===== src/rtl/uart_pkg.sv =====
// ============================================================================
// Module      : uart_pkg
// Description : Shared UART state encoding and default framing parameters.
// Revision    : 1.0 - initial release
// ============================================================================
`default_nettype none

package uart_pkg;

    localparam int DEFAULT_OVERSAMPLE = 16;
    localparam int DEFAULT_DATA_BITS  = 8;

    typedef enum logic [2:0] {
        IDLE   = 3'd0,
        START  = 3'd1,
        DATA   = 3'd2,
        PARITY = 3'd3,
        STOP   = 3'd4,
        BREAK  = 3'd5
    } uart_state_t;

endpackage

`default_nettype wire


===== src/rtl/uart_sync.sv =====
// ============================================================================
// Module      : uart_sync
// Description : Reset-to-one flop chain bringing the async RXD line into i_clk.
// Revision    : 1.0 - initial release
// ============================================================================
`default_nettype none

module uart_sync #(
    parameter int STAGES = 2
) (
    input  logic i_clk,
    input  logic i_rst,
    input  logic i_d,
    output logic o_q
);

    logic [STAGES-1:0] r_sync;

    always_ff @(posedge i_clk) begin
        if (i_rst) begin
            r_sync <= '1;
        end else begin
            r_sync <= {r_sync[STAGES-2:0], i_d};
        end
    end

    assign o_q = r_sync[STAGES-1];

endmodule

`default_nettype wire


===== src/rtl/uart_rx.sv =====
// ============================================================================
// Module      : uart_rx
// Description : Oversampling UART receiver with valid/ready output, framing,
//               overrun and (with UART_RX_PARITY_EN defined) even-parity check.
// Revision    : 1.0 - initial release
// ============================================================================
`default_nettype none

module uart_rx
    import uart_pkg::*;
#(
    parameter int DATA_BITS   = DEFAULT_DATA_BITS,
    parameter int OVERSAMPLE  = DEFAULT_OVERSAMPLE,
    parameter int SYNC_STAGES = 2
) (
    input  logic                 i_clk,
    input  logic                 i_rst,
    input  logic                 i_tick,
    input  logic                 i_rxd,
    output logic [DATA_BITS-1:0] o_data,
    output logic                 o_valid,
    input  logic                 i_ready,
    output logic                 o_busy,
    output logic                 o_frame_err,
    output logic                 o_overrun,
    output logic                 o_parity_err
);

    localparam int PW = $clog2(OVERSAMPLE);
    localparam int BW = $clog2(DATA_BITS + 1);

    localparam logic [PW-1:0] c_phase_last = PW'(OVERSAMPLE - 1);
    localparam logic [PW-1:0] c_phase_mid  = PW'(OVERSAMPLE / 2 - 1);
    localparam logic [BW-1:0] c_bit_last   = BW'(DATA_BITS - 1);

`ifdef UART_RX_PARITY_EN
    localparam uart_state_t c_after_data = PARITY;
`else
    localparam uart_state_t c_after_data = STOP;
`endif

    uart_state_t          r_state;
    logic [PW-1:0]        r_phase;
    logic [BW-1:0]        r_bit_cnt;
    logic [DATA_BITS-1:0] r_shift;
    logic [DATA_BITS-1:0] r_data;
    logic                 r_valid;
    logic                 r_frame_err;
    logic                 r_overrun;
    logic                 w_rxd;
    logic                 w_phase_end;
    logic                 w_par_bad;
    logic                 w_complete;

    uart_sync #(
        .STAGES (SYNC_STAGES)
    ) u_sync (
        .i_clk (i_clk),
        .i_rst (i_rst),
        .i_d   (i_rxd),
        .o_q   (w_rxd)
    );

`ifdef UART_RX_PARITY_EN
    logic r_par_bad;
    logic r_parity_err;
    assign w_par_bad    = r_par_bad;
    assign o_parity_err = r_parity_err;
`else
    assign w_par_bad    = 1'b0;
    assign o_parity_err = 1'b0;
`endif

    assign w_phase_end = (r_phase == c_phase_last);
    // A good stop bit delivers the word unless parity already condemned it.
    assign w_complete  = i_tick && (r_state == STOP) && w_phase_end && w_rxd && !w_par_bad;

    always_ff @(posedge i_clk) begin
        if (i_rst) begin
            r_state     <= IDLE;
            r_phase     <= '0;
            r_bit_cnt   <= '0;
            r_shift     <= '0;
            r_data      <= '0;
            r_valid     <= 1'b0;
            r_frame_err <= 1'b0;
            r_overrun   <= 1'b0;
`ifdef UART_RX_PARITY_EN
            r_par_bad    <= 1'b0;
            r_parity_err <= 1'b0;
`endif
        end else begin
            r_frame_err <= 1'b0;
            r_overrun   <= 1'b0;
`ifdef UART_RX_PARITY_EN
            r_parity_err <= 1'b0;
`endif
            if (w_complete) begin
                if (!r_valid || i_ready) begin
                    r_data  <= r_shift;
                    r_valid <= 1'b1;
                end else begin
                    r_overrun <= 1'b1;
                end
            end else if (r_valid && i_ready) begin
                r_valid <= 1'b0;
            end

            if (i_tick) begin
                case (r_state)
                    IDLE: begin
                        if (!w_rxd) begin
                            r_state <= START;
                            r_phase <= '0;
                        end
                    end
                    START: begin
                        if (r_phase == c_phase_mid) begin
                            if (w_rxd) begin
                                r_state <= IDLE;
                            end else begin
                                r_state   <= DATA;
                                r_phase   <= '0;
                                r_bit_cnt <= '0;
`ifdef UART_RX_PARITY_EN
                                r_par_bad <= 1'b0;
`endif
                            end
                        end else begin
                            r_phase <= r_phase + 1'b1;
                        end
                    end
                    DATA: begin
                        if (w_phase_end) begin
                            r_shift   <= {w_rxd, r_shift[DATA_BITS-1:1]};
                            r_bit_cnt <= r_bit_cnt + 1'b1;
                            r_phase   <= '0;
                            if (r_bit_cnt == c_bit_last) begin
                                r_state <= c_after_data;
                            end
                        end else begin
                            r_phase <= r_phase + 1'b1;
                        end
                    end
`ifdef UART_RX_PARITY_EN
                    PARITY: begin
                        if (w_phase_end) begin
                            r_par_bad <= ^{w_rxd, r_shift};
                            r_phase   <= '0;
                            r_state   <= STOP;
                        end else begin
                            r_phase <= r_phase + 1'b1;
                        end
                    end
`endif
                    STOP: begin
                        if (w_phase_end) begin
                            r_phase <= '0;
`ifdef UART_RX_PARITY_EN
                            r_parity_err <= r_par_bad;
`endif
                            if (w_rxd) begin
                                r_state <= IDLE;
                            end else begin
                                r_frame_err <= 1'b1;
                                r_state     <= BREAK;
                            end
                        end else begin
                            r_phase <= r_phase + 1'b1;
                        end
                    end
                    BREAK: begin
                        // Held-low line must go idle before a new start is accepted.
                        if (w_rxd) begin
                            r_state <= IDLE;
                        end
                    end
                    default: begin
                        r_state <= IDLE;
                    end
                endcase
            end
        end
    end

    assign o_data      = r_data;
    assign o_valid     = r_valid;
    assign o_busy      = (r_state != IDLE);
    assign o_frame_err = r_frame_err;
    assign o_overrun   = r_overrun;

endmodule

`default_nettype wire


===== config.mk =====
export PLATFORM = sky130hd
export DESIGN_NAME = uart_rx
export DESIGN_NICKNAME = d
export VERILOG_FILES = /design/src/rtl/uart_pkg.sv /design/src/rtl/uart_sync.sv /design/src/rtl/uart_rx.sv
export SDC_FILE = /design/constraint.sdc
export NUM_CORES = 1
export LEC_CHECK = 0
export CAP_MARGIN = 15
export CORE_MARGIN = 2
export CORE_UTILIZATION = 45
export DETAILED_ROUTE_END_ITERATION = 8
export GPL_ROUTABILITY_DRIVEN = 0
export GPL_TIMING_DRIVEN = 0
export PLACE_DENSITY = 0.79
export SKIP_CTS_REPAIR_TIMING = 1
export SYNTH_ARGS = -nofsm -noshare
export SYNTH_HDL_FRONTEND = slang
export SYNTH_SLANG_ARGS = --single-unit

===== constraint.sdc =====
create_clock -name i_clk -period 2.6 [get_ports i_clk]
set_clock_uncertainty 0.2 [all_clocks]
set_input_delay 0.52 -clock i_clk [delete_from_list [all_inputs] [get_ports i_clk]]
set_output_delay 0.52 -clock i_clk [all_outputs]
set_load 0.01 [all_outputs]

==> summary.json <==
{
  "outcome": {"value": "completed"},
  "r2r-start": {"value": "r_phase[1]"},
  "syn_area": {"value": 1435, "unit": "sq um"},
  "postLayoutSetupSlackWorst": {"value": 0.1099, "unit": "ns"},
  "netlist_top_cells_area": {"value": "sky130_fd_sc_hd__dfxtp_1 (45%), sky130_fd_sc_hd__mux2i_1 (6.3%), sky130_fd_sc_hd__nand2_1 (5.2%)"},
  "drt_pass1_iterations": {"value": 4},
  "p_switching": {"value": 0.1884, "unit": "mW"},
  "kind_of_start_point_of_the_critical_path": {"value": "register"},
  "clk_pin_slew": {"value": 0.10, "unit": "ns"},
  "clock_buffers_created_by_tritoncts": {"value": 5},
  "synth_top_cell_by_area": {"value": "sky130_fd_sc_hd__dfxtp_1"},
  "synth_sequential_area_ratio": {"value": 44.64, "unit": "%"},
  "hold_violations": {"value": 0},
  "layout.cell_area.non_filler": {"value": 1718, "unit": "sq um"},
  "syn-instance-count": {"value": 164},
  "required": {"value": 1.88, "unit": "ns"},
  "min-delay-path-class": {"value": "register to register"},
  "ys_ff_latch": {"value": 32},
  "path_class": {"value": "register to primary output"},
  "insertedDiodeCount": {"value": 0},
  "period_minus_slack": {"value": 2.490, "unit": "ns"},
  "ctsHtreeMaxLevel": {"value": 2},
  "ys.flop_type": {"value": "sky130_fd_sc_hd__dfxtp_1"},
  "cp_max_fo": {"value": 10},
  "number_of_nets_in_the_final_layout": {"value": 193},
  "netSwitchingFraction": {"value": 21.00, "unit": "%"},
  "layout-drive-gt1-share": {"value": 11.23, "unit": "%"},
  "dieWidth": {"value": 60.47, "unit": "um"},
  "power_density": {"value": 522.2, "unit": "nW/um^2"},
  "vias_in_the_first_global_route": {"value": 1174},
  "final.hold.worst_slack": {"value": 0.2358, "unit": "ns"},
  "yosys.cell_types.count": {"value": 42},
  "rsz_0062_raised_after_global_routing": {"value": "no"},
  "post_synth_edffs": {"value": 0},
  "antenna_found_initial": {"value": 0},
  "global_route_wire_length_before_repair": {"value": 4981, "unit": "um"},
  "detailed_route_wl": {"value": 2907, "unit": "um"},
  "postLayoutCoreUtil": {"value": 56.27, "unit": "%"},
  "buffer_ports.inserted": {"value": 15},
  "antenna_violating_nets_post_route": {"value": 0},
  "grt.total_usage": {"value": 18.64, "unit": "%"},
  "cell_at_the_slowest_stage_of_the_critical_path": {"value": "sky130_fd_sc_hd__clkdlybuf4s50_1"},
  "syn_nets": {"value": 171},
  "start_util": {"value": 47.01, "unit": "%"},
  "path_delay_family": {"value": "buffers and inverters"},
  "mean_instance_size_in_the_synthesized_netlist": {"value": 8.751, "unit": "sq um"},
  "peakVddDrop": {"value": 305.4, "unit": "uV"},
  "critical_path.endpoint_type": {"value": "primary output"},
  "detail_route.iter0.violations": {"value": 71},
  "drv_cap": {"value": 0},
  "viasPerCell": {"value": 5.333},
  "post_dp_cell_area": {"value": 1640, "unit": "sq um"},
  "final_min_period_over_clock_period": {"value": 95.77, "unit": "%"},
  "row_count": {"value": 20},
  "worstPathBufferInverterCount": {"value": 2},
  "start_point_of_the_worst_min_delay_path": {"value": "u_sync.r_sync[0]"},
  "clkPwrFrac": {"value": 40.9, "unit": "%"},
  "yosys.area.top_type_share": {"value": 44.64, "unit": "%"},
  "cp-startpoint": {"value": "r_state[0]"},
  "detailedPlace.worstSlack": {"value": -0.07742, "unit": "ns"},
  "setup_viol": {"value": 0},
  "yosysWarningCount": {"value": 0},
  "drt_drc_violations_left": {"value": 0},
  "areaGrowthSynthToFinish": {"value": 19.70, "unit": "%"},
  "worst_ep_arrival_time": {"value": 1.77, "unit": "ns"},
  "worst_slew_margin_rel": {"value": 53.56, "unit": "%"},
  "tritoncts": {"value": "yes"},
  "grt-ovfl-total": {"value": 0},
  "share_comb_of_total_power": {"value": 4.2, "unit": "%"},
  "clk_path_buf_depth": {"value": 2},
  "p_leak": {"value": 0.6727, "unit": "nW"},
  "critical_path.max_stage_delay": {"value": 0.53, "unit": "ns"},
  "synth_async_sr_flop_share": {"value": 0, "unit": "%"},
  "tritoncts_num_sinks": {"value": 32},
  "core-area": {"value": 3053, "unit": "sq um"},
  "timing.rr.end": {"value": "o_data[4]"},
  "r2r.worst_path.cells": {"value": 6},
  "die_h": {"value": 60.47, "unit": "um"},
  "die_area": {"value": 3657, "unit": "sq um"},
  "slew_violations": {"value": 0},
  "path_cells": {"value": "clkbuf_1 -> nor2_1 -> nand2_1 -> clkdlybuf4s50_1"},
  "num_io_pins": {"value": 18},
  "worst_slew_pin_slew": {"value": 0.6966, "unit": "ns"},
  "grt_start_max_net_pins": {"value": 11},
  "ff2ff_setup_slack": {"value": 0.30, "unit": "ns"},
  "clk_latency": {"value": 0.33, "unit": "ns"},
  "timing.fmax": {"value": 401.6, "unit": "MHz"},
  "timing.hold.worst_endpoint": {"value": "u_sync.r_sync[1]"},
  "via_count": {"value": 1232},
  "worst_hold_path.num_cells": {"value": 1},
  "per_cell_routed_wire_length": {"value": 12.58, "unit": "um"},
  "internal-power": {"value": 0.7087, "unit": "mW"},
  "ctsRootBufferMaster": {"value": "sky130_fd_sc_hd__clkbuf_4"},
  "pwr-share-seq": {"value": 55.0, "unit": "%"},
  "total_power": {"value": 0.8971, "unit": "mW"},
  "detailed_place_hpwl": {"value": 2092, "unit": "um"}
}
## final cells by class
class                      count  area [sq um]
inverter                       4         15.01
tap                           44         55.05
multi-input combinational    116         719.4
buffer                        12         61.31
clock buffer                   6         41.29
fill                         289          1335
timing repair buffer          15         150.1
sequential                    32         640.6
clock inverter                 2         35.03
## logic make-up after synthesis
| group | count (synthesis) | share of synthesized area, % |
|---|---|---|
| other cells | 1 | 0.2613 |
| fa+ha+maj | 2 | 1.743 |
| buf+inv | 16 | 5.231 |
| flops | 32 | 44.64 |
| compound gates | 34 | 15.69 |
| xor+xnor | 2 | 1.221 |
| simple gates | 67 | 24.15 |
| mux | 10 | 7.062 |
## synth_stat cells (4+ instances only)
library cell	n
sky130_fd_sc_hd__a21oi_1	14
sky130_fd_sc_hd__clkbuf_1	7
sky130_fd_sc_hd__dfxtp_1	32
sky130_fd_sc_hd__inv_1	4
sky130_fd_sc_hd__mux2i_1	9
sky130_fd_sc_hd__nand2_1	20
sky130_fd_sc_hd__nand3_1	7
sky130_fd_sc_hd__nor2_1	12
sky130_fd_sc_hd__nor2b_1	4
sky130_fd_sc_hd__o21ai_0	5
## layout by cell type (no fill, tap or decap), types with 4 or more instances in the layout
cell                              count
sky130_fd_sc_hd__nand2_1             20
sky130_fd_sc_hd__a21oi_1             14
sky130_fd_sc_hd__o21ai_0              5
sky130_fd_sc_hd__dfxtp_1             32
sky130_fd_sc_hd__nand3_1              7
sky130_fd_sc_hd__inv_1                4
sky130_fd_sc_hd__clkdlybuf4s50_1     15
sky130_fd_sc_hd__clkbuf_1             7
sky130_fd_sc_hd__nor2b_1              4
sky130_fd_sc_hd__nor2_1              12
sky130_fd_sc_hd__mux2i_1              9
sky130_fd_sc_hd__clkbuf_4             5
## metal layers
metal	vias to the layer above	wire [um]	track usage, %
met4	0	80	9.938
met1	580	1375	22.00
met2	27	1356	30.12
met3	7	95	6.183
li1	618	-	-
met5	-	0	0
## worst reg2reg max path, stage by stage, from the launching register on
cell and delay, ns:
sky130_fd_sc_hd__dfxtp_1 0.40, sky130_fd_sc_hd__ha_1 0.29, sky130_fd_sc_hd__and4_1 0.22, sky130_fd_sc_hd__clkbuf_1 0.19, sky130_fd_sc_hd__nand4_1 0.49, sky130_fd_sc_hd__mux2i_1 0.31, sky130_fd_sc_hd__nor2_1 0.07
## how the worst max path moves through the flow
| stage | endpoint | slack, ns | cells past startpoint |
|---|---|---|---|
| after floorplan | o_data[0] | 0.66 | 6 |
| after global placement | o_data[1] | -0.01 | 6 |
| after detailed placement | o_data[4] | -0.08 | 6 |
| after CTS | o_busy | 0.11 | 4 |
| after global routing | o_busy | 0.01 | 4 |
| final | o_busy | 0.11 | 4 |
## sequential cells by signal, indices dropped and copies added, names as in the netlist
name,cells
o_overrun,1
o_data,8
o_frame_err,1
r_shift,8
r_phase,4
r_state,3
r_bit_cnt,4
o_valid,1
u_sync.r_sync,2
## power groups by stage
stage / logic [mW] / clock network, mW / registers [mW]
finish: 0.0375 / 0.366 / 0.493
global placement: 0.0360 / 0 / 0.504
global route: 0.0418 / 0.394 / 0.494
floorplan: 0.0246 / 0 / 0.504
detailed placement: 0.0370 / 0 / 0.504
CTS: 0.0371 / 0.374 / 0.493
## stage by stage
stage,TNS (ns),std cells
2_1_floorplan,0,164
3_3_place_gp,-0.07303,223
3_5_place_dp,-0.4430,223
4_1_cts,0,231
5_1_grt,0,231
6_report,0,231
Power figures use the tool's default switching activity.
